File: config.mk
export PLATFORM = sky130hd
export DESIGN_NAME = sinx_feeder_flat
export DESIGN_NICKNAME = d
export VERILOG_FILES = /design/src/rtl/sinx_pkg.sv /design/src/rtl/sinx_feeder_if.sv /design/src/rtl/sinx_res_fifo.sv /design/src/rtl/sinx_feeder.sv /design/src/flat_wrapper.sv
export SDC_FILE = /design/constraint.sdc
export NUM_CORES = 1
export LEC_CHECK = 0
export ABC_AREA = 1
export CORE_MARGIN = 4
export CORE_UTILIZATION = 25
export CTS_CLUSTER_SIZE = 16
export DETAILED_ROUTE_END_ITERATION = 12
export SYNTH_ARGS = -nofsm -noshare
export SYNTH_HDL_FRONTEND = slang
export SYNTH_SLANG_ARGS = --single-unit
File: constraint.sdc
create_clock -name clk_i -period 2.68 [get_ports clk_i]
set_input_delay 0.536 -clock clk_i [delete_from_list [all_inputs] [get_ports clk_i]]
set_output_delay 0.536 -clock clk_i [all_outputs]
set_load 0.05 [all_outputs]
File: src/rtl/sinx_pkg.sv
// Shared types and constants for the sin(x) accelerator feeder.
package sinx_pkg;
  localparam int SINX_DATA_W = 16;

  typedef enum logic [1:0] {
    IDLE  = 2'd0,
    START = 2'd1,
    WAIT  = 2'd2
  } feeder_state_t;
endpackage

File: src/rtl/sinx_feeder_if.sv
// Sample-in / core / result-out bundle of the sin(x) feeder; slave = feeder side.
interface sinx_feeder_if
  import sinx_pkg::*;
#(
  parameter int DATA_W = SINX_DATA_W
) ();
  logic              s_valid_i;
  logic              s_ready_o;
  logic [DATA_W-1:0] s_x_i;
  logic              sinx_start_o;
  logic [DATA_W-1:0] sinx_x_o;
  logic [DATA_W-1:0] sinx_result_i;
  logic              sinx_done_i;
  logic              m_valid_o;
  logic              m_ready_i;
  logic [DATA_W-1:0] m_result_o;

  modport slave (
    input  s_valid_i, s_x_i, sinx_result_i, sinx_done_i, m_ready_i,
    output s_ready_o, sinx_start_o, sinx_x_o, m_valid_o, m_result_o
  );

  modport master (
    output s_valid_i, s_x_i, sinx_result_i, sinx_done_i, m_ready_i,
    input  s_ready_o, sinx_start_o, sinx_x_o, m_valid_o, m_result_o
  );
endinterface

File: src/rtl/sinx_res_fifo.sv
// Synchronous result FIFO with occupancy count; push when full and pop when empty are dropped.
module sinx_res_fifo #(
  parameter int DATA_W = 16,
  parameter int DEPTH  = 4
) (
  input  logic                     clk_i,
  input  logic                     rst_i,
  input  logic                     i_push,
  input  logic [DATA_W-1:0]        i_data,
  input  logic                     i_pop,
  output logic [DATA_W-1:0]        o_data,
  output logic [$clog2(DEPTH):0]   o_count,
  output logic                     o_empty
);
  localparam int AW = $clog2(DEPTH);
  localparam int CW = AW + 1;

  logic [DATA_W-1:0] r_mem [DEPTH];
  logic [AW-1:0]     r_wptr, r_rptr;
  logic [CW-1:0]     r_count;
  logic              w_full, w_wr, w_rd;

  assign w_full  = (r_count == CW'(DEPTH));
  assign o_empty = (r_count == '0);
  assign w_wr    = i_push && !w_full;
  assign w_rd    = i_pop && !o_empty;
  assign o_data  = r_mem[r_rptr];
  assign o_count = r_count;

  always_ff @(posedge clk_i) begin
    if (rst_i) begin
      r_wptr  <= '0;
      r_rptr  <= '0;
      r_count <= '0;
    end else begin
      if (w_wr) r_wptr <= r_wptr + AW'(1);
      if (w_rd) r_rptr <= r_rptr + AW'(1);
      case ({w_wr, w_rd})
        2'b10:   r_count <= r_count + CW'(1);
        2'b01:   r_count <= r_count - CW'(1);
        default: r_count <= r_count;
      endcase
    end
  end

  // Storage carries no reset; occupancy is tracked by the pointers/count only.
  always_ff @(posedge clk_i) begin
    if (w_wr) r_mem[r_wptr] <= i_data;
  end
endmodule

File: src/rtl/sinx_feeder.sv
// Streaming front-end for the sin(x) core: one job in flight, results buffered in a FIFO.
// Optional wait-timeout abort enabled by defining SINX_FEEDER_TIMEOUT_EN.
module sinx_feeder
  import sinx_pkg::*;
#(
  parameter int DATA_W      = SINX_DATA_W,
  parameter int OUT_DEPTH   = 4,
  parameter int TIMEOUT_CYC = 255
) (
  input  logic         clk_i,
  input  logic         rst_i,
  sinx_feeder_if.slave bus,
  output logic [15:0]  jobs_o,
  output logic         err_o
);
  localparam int CNT_W = $clog2(OUT_DEPTH) + 1;

  if (OUT_DEPTH < 2 || (OUT_DEPTH & (OUT_DEPTH - 1)) != 0) begin : g_bad_depth
    $error("sinx_feeder: OUT_DEPTH must be a power of two >= 2");
  end
  if (TIMEOUT_CYC < 1 || TIMEOUT_CYC > 255) begin : g_bad_timeout
    $error("sinx_feeder: TIMEOUT_CYC must fit the 8-bit wait counter");
  end

  feeder_state_t     r_state, w_state_nxt;
  logic [DATA_W-1:0] r_x_q, w_push_data, w_fifo_data;
  logic [15:0]       r_jobs;
  logic [CNT_W-1:0]  w_fifo_cnt;
  logic              w_fifo_empty, w_s_ready, w_accept, w_start, w_push, w_pop;

`ifdef SINX_FEEDER_TIMEOUT_EN
  logic [7:0] r_wcnt;
  logic       r_err, w_to_hit, w_to;

  // Hit on the last allowed WAIT cycle, so the abort edge is where the count reaches TIMEOUT_CYC.
  assign w_to_hit = (r_wcnt == 8'(TIMEOUT_CYC - 1));

  always_ff @(posedge clk_i) begin
    if (rst_i) begin
      r_wcnt <= '0;
      r_err  <= 1'b0;
    end else begin
      if (r_state == START)     r_wcnt <= '0;
      else if (r_state == WAIT) r_wcnt <= r_wcnt + 8'd1;
      if (w_to) r_err <= 1'b1;
    end
  end

  assign err_o = r_err;
`else
  assign err_o = 1'b0;
`endif

  always_comb begin
    w_state_nxt = r_state;
    w_s_ready   = 1'b0;
    w_start     = 1'b0;
    w_push      = 1'b0;
    w_push_data = bus.sinx_result_i;
`ifdef SINX_FEEDER_TIMEOUT_EN
    w_to        = 1'b0;
`endif
    case (r_state)
      IDLE: begin
        w_s_ready = (w_fifo_cnt < CNT_W'(OUT_DEPTH));
        if (bus.s_valid_i && w_s_ready) w_state_nxt = START;
      end
      START: begin
        w_start     = 1'b1;
        w_state_nxt = WAIT;
      end
      WAIT: begin
        if (bus.sinx_done_i) begin
          w_push      = 1'b1;
          w_state_nxt = IDLE;
        end
`ifdef SINX_FEEDER_TIMEOUT_EN
        else if (w_to_hit) begin
          w_push      = 1'b1;
          w_push_data = {DATA_W{1'b1}};
          w_to        = 1'b1;
          w_state_nxt = IDLE;
        end
`endif
      end
      default: w_state_nxt = IDLE;
    endcase
    // Stream and core outputs stay quiet while reset is held.
    if (rst_i) begin
      w_s_ready = 1'b0;
      w_start   = 1'b0;
      w_push    = 1'b0;
    end
  end

  assign w_accept = bus.s_valid_i && w_s_ready;
  assign w_pop    = bus.m_valid_o && bus.m_ready_i;

  always_ff @(posedge clk_i) begin
    if (rst_i) begin
      r_state <= IDLE;
      r_x_q   <= '0;
      r_jobs  <= '0;
    end else begin
      r_state <= w_state_nxt;
      if (w_accept) r_x_q <= bus.s_x_i;
      if (w_push)   r_jobs <= r_jobs + 16'd1;
    end
  end

  sinx_res_fifo #(
    .DATA_W (DATA_W),
    .DEPTH  (OUT_DEPTH)
  ) u_fifo (
    .clk_i   (clk_i),
    .rst_i   (rst_i),
    .i_push  (w_push),
    .i_data  (w_push_data),
    .i_pop   (w_pop),
    .o_data  (w_fifo_data),
    .o_count (w_fifo_cnt),
    .o_empty (w_fifo_empty)
  );

  assign bus.s_ready_o    = w_s_ready;
  assign bus.sinx_start_o = w_start;
  assign bus.sinx_x_o     = r_x_q;
  assign bus.m_valid_o    = !w_fifo_empty && !rst_i;
  assign bus.m_result_o   = w_fifo_data;
  assign jobs_o           = r_jobs;
endmodule
File: src/flat_wrapper.sv
// flat-port wrapper written by rule: the top's interface ports become plain ports
module sinx_feeder_flat import sinx_pkg::*;
#(
  parameter int DATA_W      = SINX_DATA_W,
  parameter int OUT_DEPTH   = 4,
  parameter int TIMEOUT_CYC = 255
)
  (clk_i, rst_i, jobs_o, err_o, bus_s_valid_i, bus_s_x_i, bus_sinx_result_i, bus_sinx_done_i, bus_m_ready_i, bus_s_ready_o, bus_sinx_start_o, bus_sinx_x_o, bus_m_valid_o, bus_m_result_o);
  sinx_feeder_if #(.DATA_W(DATA_W)) bus_i ();
  input  logic clk_i;
  input  logic rst_i;
  output logic [15:0] jobs_o;
  output logic err_o;
  input wire logic [$bits(bus_i.s_valid_i)-1:0] bus_s_valid_i;
  input wire logic [$bits(bus_i.s_x_i)-1:0] bus_s_x_i;
  input wire logic [$bits(bus_i.sinx_result_i)-1:0] bus_sinx_result_i;
  input wire logic [$bits(bus_i.sinx_done_i)-1:0] bus_sinx_done_i;
  input wire logic [$bits(bus_i.m_ready_i)-1:0] bus_m_ready_i;
  output wire logic [$bits(bus_i.s_ready_o)-1:0] bus_s_ready_o;
  output wire logic [$bits(bus_i.sinx_start_o)-1:0] bus_sinx_start_o;
  output wire logic [$bits(bus_i.sinx_x_o)-1:0] bus_sinx_x_o;
  output wire logic [$bits(bus_i.m_valid_o)-1:0] bus_m_valid_o;
  output wire logic [$bits(bus_i.m_result_o)-1:0] bus_m_result_o;
  assign bus_i.s_valid_i = bus_s_valid_i;
  assign bus_i.s_x_i = bus_s_x_i;
  assign bus_i.sinx_result_i = bus_sinx_result_i;
  assign bus_i.sinx_done_i = bus_sinx_done_i;
  assign bus_i.m_ready_i = bus_m_ready_i;
  assign bus_s_ready_o = bus_i.s_ready_o;
  assign bus_sinx_start_o = bus_i.sinx_start_o;
  assign bus_sinx_x_o = bus_i.sinx_x_o;
  assign bus_m_valid_o = bus_i.m_valid_o;
  assign bus_m_result_o = bus_i.m_result_o;
  sinx_feeder #(.DATA_W(DATA_W), .OUT_DEPTH(OUT_DEPTH), .TIMEOUT_CYC(TIMEOUT_CYC)) u_core (.clk_i(clk_i), .rst_i(rst_i), .bus(bus_i), .jobs_o(jobs_o), .err_o(err_o));
endmodule
==> reports/metrics.yaml, run 1 <==
grt_max_degree: 33
min_path_type: "register to register"
endpoint_kind: "output pin"
post_cts_buffers: 0
core_area_um2: 16800
synth_area_um2: 4340
final_cell_mix: "clkdlybuf4s50_1 (68), nand2_1 (67), edfxtp_1 (64)"
finalHoldViolCount: 0
synth-edff-count: 64
fin_crit_sh: 0.899
rows: 47
p_sw_mw: 0.823
r2r-start: "u_core.u_fifo.o_count[2]"
hp-start: "u_core.u_fifo.o_count[0]"
gp_congestion: 0.776
rsz0062_at_grt: "no"
drive_gt1_frac: 0.116
cts_root_buf: "clkbuf_16"
grt_util_all_layers: 0.104
layout_commonest_cell: "clkdlybuf4s50_1"
port_buffers: 87
cp-start-kind: "register"
min_period_ns: 2.41
place_hpwl_um: 6970
pwr-share-seq: 0.514
status: "finished clean"
drc_errors: 0
ys_seq_elements: 107
p_sw_frac: 0.239
report.final.slew_viol_count: 0
cts_buffers: 9
antennaDiodeCount: 0
ir_drop_v: 0.000298
wl_um: 10000
hold_end: "u_core.u_fifo.o_count[0]"
syn-num-nets: 468
ys_seq_area_frac: 0.641
overflow: 0
setup_viol: 0
initial_core_util: 0.258
finalSetupTns_ns: 0
path_class: "register to output pin"
slew_headroom: 0.656
first_pass_iters: 4
numClockSinks: 107
die_h_um: 140
antenna_left: 0
dieWidth_um: 140
hold_buffers: 0
synth_warnings: 0
final_cell_area_um2: 5810
nets: 563
drtIter0Drc: 163
reg2reg_slack_ns: 0.51
die_area_um2: 19500
cp_max_fo: 18
wl_per_cell_um: 13.5
r2r-end: "u_core.u_fifo.o_count[2]"
clockPowerShare: 0.396
cp.required_ns: 2.14
fill_cells: 1706
cts-htree-levels: 3
p_leak_nw: 2.07
finClkSkew_ns: 0.0100
cts_tree: "built"
clock_path_buffers: 2
area_growth_pct: 33.9
antenna_found_initial: 0
synthCells: 424
synth_cell_types: 32
viasPerCell: 4.40
ctsResizeCount: 0
combPwrFrac: 0.090
tightest_slew_ns: 0.514
grt_pass1_vias: 3188
internal-power_mw: 2.62
clock_latency_ns: 0.35
grt_pass1_wl_um: 16200
fmax_mhz: 415
reg2regPathDepth: 11
hold_depth: 1
syn_area_per_cell_um2: 10.2
maxCapViolCount: 0
cp.arrival_ns: 1.87
ys.flop_type: "edfxtp_1"
ios: 89
power_density_nw_per_um2: 593
clk_pin_slew_ns: 0.07
async_flop_share: 0
placed_cell_area_um2: 5510
vias: 3270
[worst max-delay path by stage]
| stage | endpoint | slack [ns] | cells after the start |
|---|---|---|---|
| global route | bus_m_result_o[3] | 0.11 | 5 |
| CTS | bus_m_result_o[3] | 0.24 | 5 |
| detailed placement | u_core.u_fifo.o_count[2] | 0.01 | 11 |
| global placement | u_core.u_fifo.o_count[2] | 0.08 | 11 |
| finish | bus_m_result_o[3] | 0.27 | 5 |
| floorplan | bus_s_ready_o | 0.03 | 2 |
[state kept, by name (all words and copies together), names as in the netlist, named ones only]
| register | count |
|---|---|
| u_core.bus.sinx_x_o | 16 |
| u_core.jobs_o | 16 |
| u_core.r_state | 2 |
| u_core.u_fifo.o_count | 3 |
| u_core.u_fifo.r_mem | 64 |
| u_core.u_fifo.r_rptr | 2 |
| u_core.u_fifo.r_wptr | 2 |
[kinds of logic after synthesis]
kind of cell,after synthesis,share of synthesized area
AOI/OAI and AO/OA,93,0.112
and+or+nand+nor,158,0.166
xor gates and xnor gates,1,0.00202
adders and majority gates,7,0.0219
other,1,0.000863
buffers and inverters,57,0.0565
DFF,107,0.641
[synth_stat cells, types with 2 or more instances]
library cell	instances	share of area
a21oi_1	33	0.038
buf_4	2	0.0035
buf_6	3	0.0078
clkbuf_1	11	0.0095
dfxtp_1	43	0.20
edfxtp_1	64	0.44
ha_1	6	0.017
inv_1	39	0.034
nand2_1	67	0.058
nand3_1	10	0.012
nand4_1	6	0.0086
nor2_1	59	0.051
nor2_2	2	0.0029
nor3_1	4	0.0046
o21ai_0	43	0.050
o22ai_1	16	0.023
[worst max-delay path: stages (launching register included)]
cell,delay (ns)
dfxtp_1,0.32
inv_1,0.37
buf_12,0.21
o21ai_0,0.09
o22ai_1,0.26
buf_4,0.26
[layout make-up]
class | count | area, um2 | share of cell area
flip-flops and latches | 107 | 2780 | 0.479
multi-input cells | 260 | 1320 | 0.227
repair buffers | 100 | 971 | 0.167
well taps | 220 | 275 | 0.0474
clock buffers | 9 | 225 | 0.0387
inverters | 41 | 155 | 0.0267
clock inverters | 7 | 82.6 | 0.0142
[power by group through the flow]
| stage | Combinational [mW] | Sequential (mW) | Clock (mW) |
|---|---|---|---|
| floorplan | 0.129 | 1.85 | 0 |
| global placement | 0.306 | 1.81 | 0 |
| detailed placement | 0.312 | 1.81 | 0 |
| CTS | 0.313 | 1.77 | 1.40 |
| global route | 0.331 | 1.77 | 1.47 |
| finish | 0.310 | 1.77 | 1.36 |
[routing by layer]
layer	vias to the layer above	share of wire	global-route usage
li1	1635	-	-
met1	1534	0.46	0.130
met2	90	0.47	0.167
met3	11	0.066	0.0412
met4	0	0.012	0.0337
met5	-	0	0
[per-stage QoR]
step / setup slack (ns) / utilization / power (mW) / hold WS, ns / cells
6_report: 0.270 / 0.346 / 3.45 / 0.460 / 744
2_1_floorplan: 0.0302 / - / 1.98 / 0.422 / 424
4_1_cts: 0.238 / 0.346 / 3.49 / 0.461 / 744
5_1_grt: 0.114 / 0.346 / 3.58 / 0.482 / 744
3_3_place_gp: 0.0823 / 0.327 / 2.11 / 0.443 / 728
3_5_place_dp: 0.0115 / 0.327 / 2.12 / 0.446 / 728
(Power assumes the default switching activity.)
==> run 2, diff against run 1 <==
- SLEW_MARGIN: default -> 20
==> results of run 2 <==
No change in the layout: final DEF, timing and power equal those of run 1.
==> run 3, diff against run 2 <==
- CORE_MARGIN: 4 -> 3
- SETUP_SLACK_MARGIN: default -> 0.15
==> run 3 against run 2 <==
Effect of this change:
- routed wire length shrank 1.8%
- non-clock buffer count shrank 2
- fmax grew 2.9%
- clock skew about the same
- sequential cell count unchanged
- first-iteration DRC count fell by 15%
- via count rose by 0.12%
- die area shrank 2.8%
- critical path depth fell by 1
- largest cell class unchanged
==> reports/metrics.yaml, run 3 (same netlist as run 1, synthesis figures left out) <==
ir_drop_v: 0.000320
grt_util_met2: 0.170
area_growth_pct: 33.2
cts_root_buf: "clkbuf_16"
rows: 47
fill_cells: 1683
path_class: "input pin to output pin"
cp_max_fo: 23
numClockSinks: 107
final_cell_mix: "clkdlybuf4s50_1 (68), nand2_1 (67), edfxtp_1 (64)"
endpoint_kind: "output pin"
overflow: 0
viasPerCell: 4.41
report.final.slew_viol_count: 0
cts-htree-levels: 3
finalSetupTns_ns: 0
crit_chain: "clkdlybuf4s50_1 > buf_4 > nor4_2 > buf_12"
hp-start: "u_core.bus.sinx_x_o[0]"
place_hpwl_um: 6550
grt_util_all_layers: 0.105
cts_tree: "built"
critPathMaxStageDelay_ns: 0.54
die_h_um: 138
reg2regPathDepth: 11
antenna_left: 0
initial_core_util: 0.258
clock_path_buffers: 2
hold_buffers: 0
setup_viol: 0
clock_latency_ns: 0.35
ctsResizeCount: 0
hold_end: "u_core.bus.sinx_x_o[0]"
cp.arrival_ns: 1.81
hold_depth: 2
port_buffers: 87
min_period_ns: 2.34
min_path_type: "register to register"
grt_max_degree: 33
slew_headroom: 0.646
antenna_found_initial: 0
finClkSkew_ns: 0.0104
grt_use_met1: 0.131
ios: 89
drc_errors: 0
fin_crit_sh: 0.874
cp_slowest_cell: "clkdlybuf4s50_1"
drtIter0Drc: 138
reg2reg_slack_ns: 0.63
p_leak_nw: 2.05
final_cell_area_um2: 5780
use_met3: 0.0343
finalHoldViolCount: 0
cts_buffers: 9
cp.buffers_inverters: 3
first_pass_iters: 4
power_mw: 3.42
wl_per_cell_um: 13.3
status: "finished clean"
rsz0062_at_grt: "no"
dieWidth_um: 138
top_usage_layer: "met2"
clk_pin_slew_ns: 0.06
cp.required_ns: 2.14
vias: 3274
maxCapViolCount: 0
nets: 561
die_area_um2: 19000
r2r-start: "u_core.u_fifo.o_count[2]"
core_area_um2: 16800
drive_gt1_frac: 0.113
tightest_slew_ns: 0.531
fmax_mhz: 427
gp_congestion: 0.820
layout_commonest_cell: "clkdlybuf4s50_1"
wl_um: 9850
grt_pass1_vias: 3142
regMostFlops: "u_core.u_fifo.r_mem"
final_core_util: 0.344
grt_pass1_wl_um: 15300
placed_cell_area_um2: 5480
post_cts_buffers: 0
antennaDiodeCount: 0
power_density_nw_per_um2: 591
cp-start-kind: "input pin"
largest_register_ffs: 64
cpLargestDelayFamily: "buffers and inverters"
r2r-end: "u_core.u_fifo.o_count[2]"
[run 3: cell types whose count changed in the layout (fill, tap and decap cells not counted)]
| cell | previous run | this run |
|---|---|---|
| buf_12 | 4 | 3 |
| buf_4 | 28 | 27 |
| clkbuf_1 | 0 | 1 |
| clkinv_4 | 1 | 0 |
| inv_6 | 1 | 2 |
| inv_8 | 2 | 1 |
| nor4_1 | 1 | 0 |
| nor4_2 | 0 | 1 |
[run 3: area by class of cell]
cell class                      instances  area [um2]  share of cell area
Sequential cell                       107        2780               0.481
Multi-Input combinational cell        260        1330               0.230
Timing Repair Buffer                   98         943               0.163
Tap cell                              220         275              0.0476
Clock buffer                           10         229              0.0396
Inverter                               41         155              0.0268
Clock inverter                          6        71.3              0.0123
[run 3: metal layers]
| metal | vias to the layer above | wire, um |
|---|---|---|
| met5 | - | 0 |
| met3 | 8 | 585 |
| met2 | 100 | 4490 |
| met4 | 0 | 102 |
| met1 | 1535 | 4670 |
| li1 | 1631 | - |
[run 3: power by group]
part	switching [mW]	internal, mW	leakage, nW
Combinational	0.185	0.120	0.981
Sequential	0.0128	1.76	0.924
Clock	0.603	0.737	0.145
Total	0.801	2.62	2.05
[run 3: stage by stage]
stage / hold slack (ns) / std cells / worst slack, ns
after detailed placement: 0.446 / 726 / 0.0632
after global routing: 0.490 / 742 / 0.234
after global placement: 0.444 / 726 / 0.0509
after CTS: 0.462 / 742 / 0.330
after floorplan: 0.422 / 424 / 0.123
final: 0.467 / 742 / 0.337
[run 3: worst max path at each step]
stage | startpoint | end | cells past startpoint
6_report | rst_i | bus_s_ready_o | 4
5_1_grt | register | bus_m_result_o[1] | 4
4_1_cts | rst_i | bus_s_ready_o | 4
3_5_place_dp | rst_i | u_core.u_fifo.o_count[2] | 11
3_3_place_gp | rst_i | u_core.u_fifo.o_count[2] | 11
2_1_floorplan | rst_i | u_core.u_fifo.o_count[2] | 11
[run 3: worst reg2reg max path: stages (launching register included)]
cell	delay [ns]
dfxtp_1	0.39
inv_1	0.14
a31oi_2	0.22
nand2_1	0.10
inv_1	0.07
ha_1	0.13
inv_1	0.06
fa_1	0.37
a21oi_1	0.14
o21ai_0	0.11
o21ai_0	0.16
a21oi_1	0.05
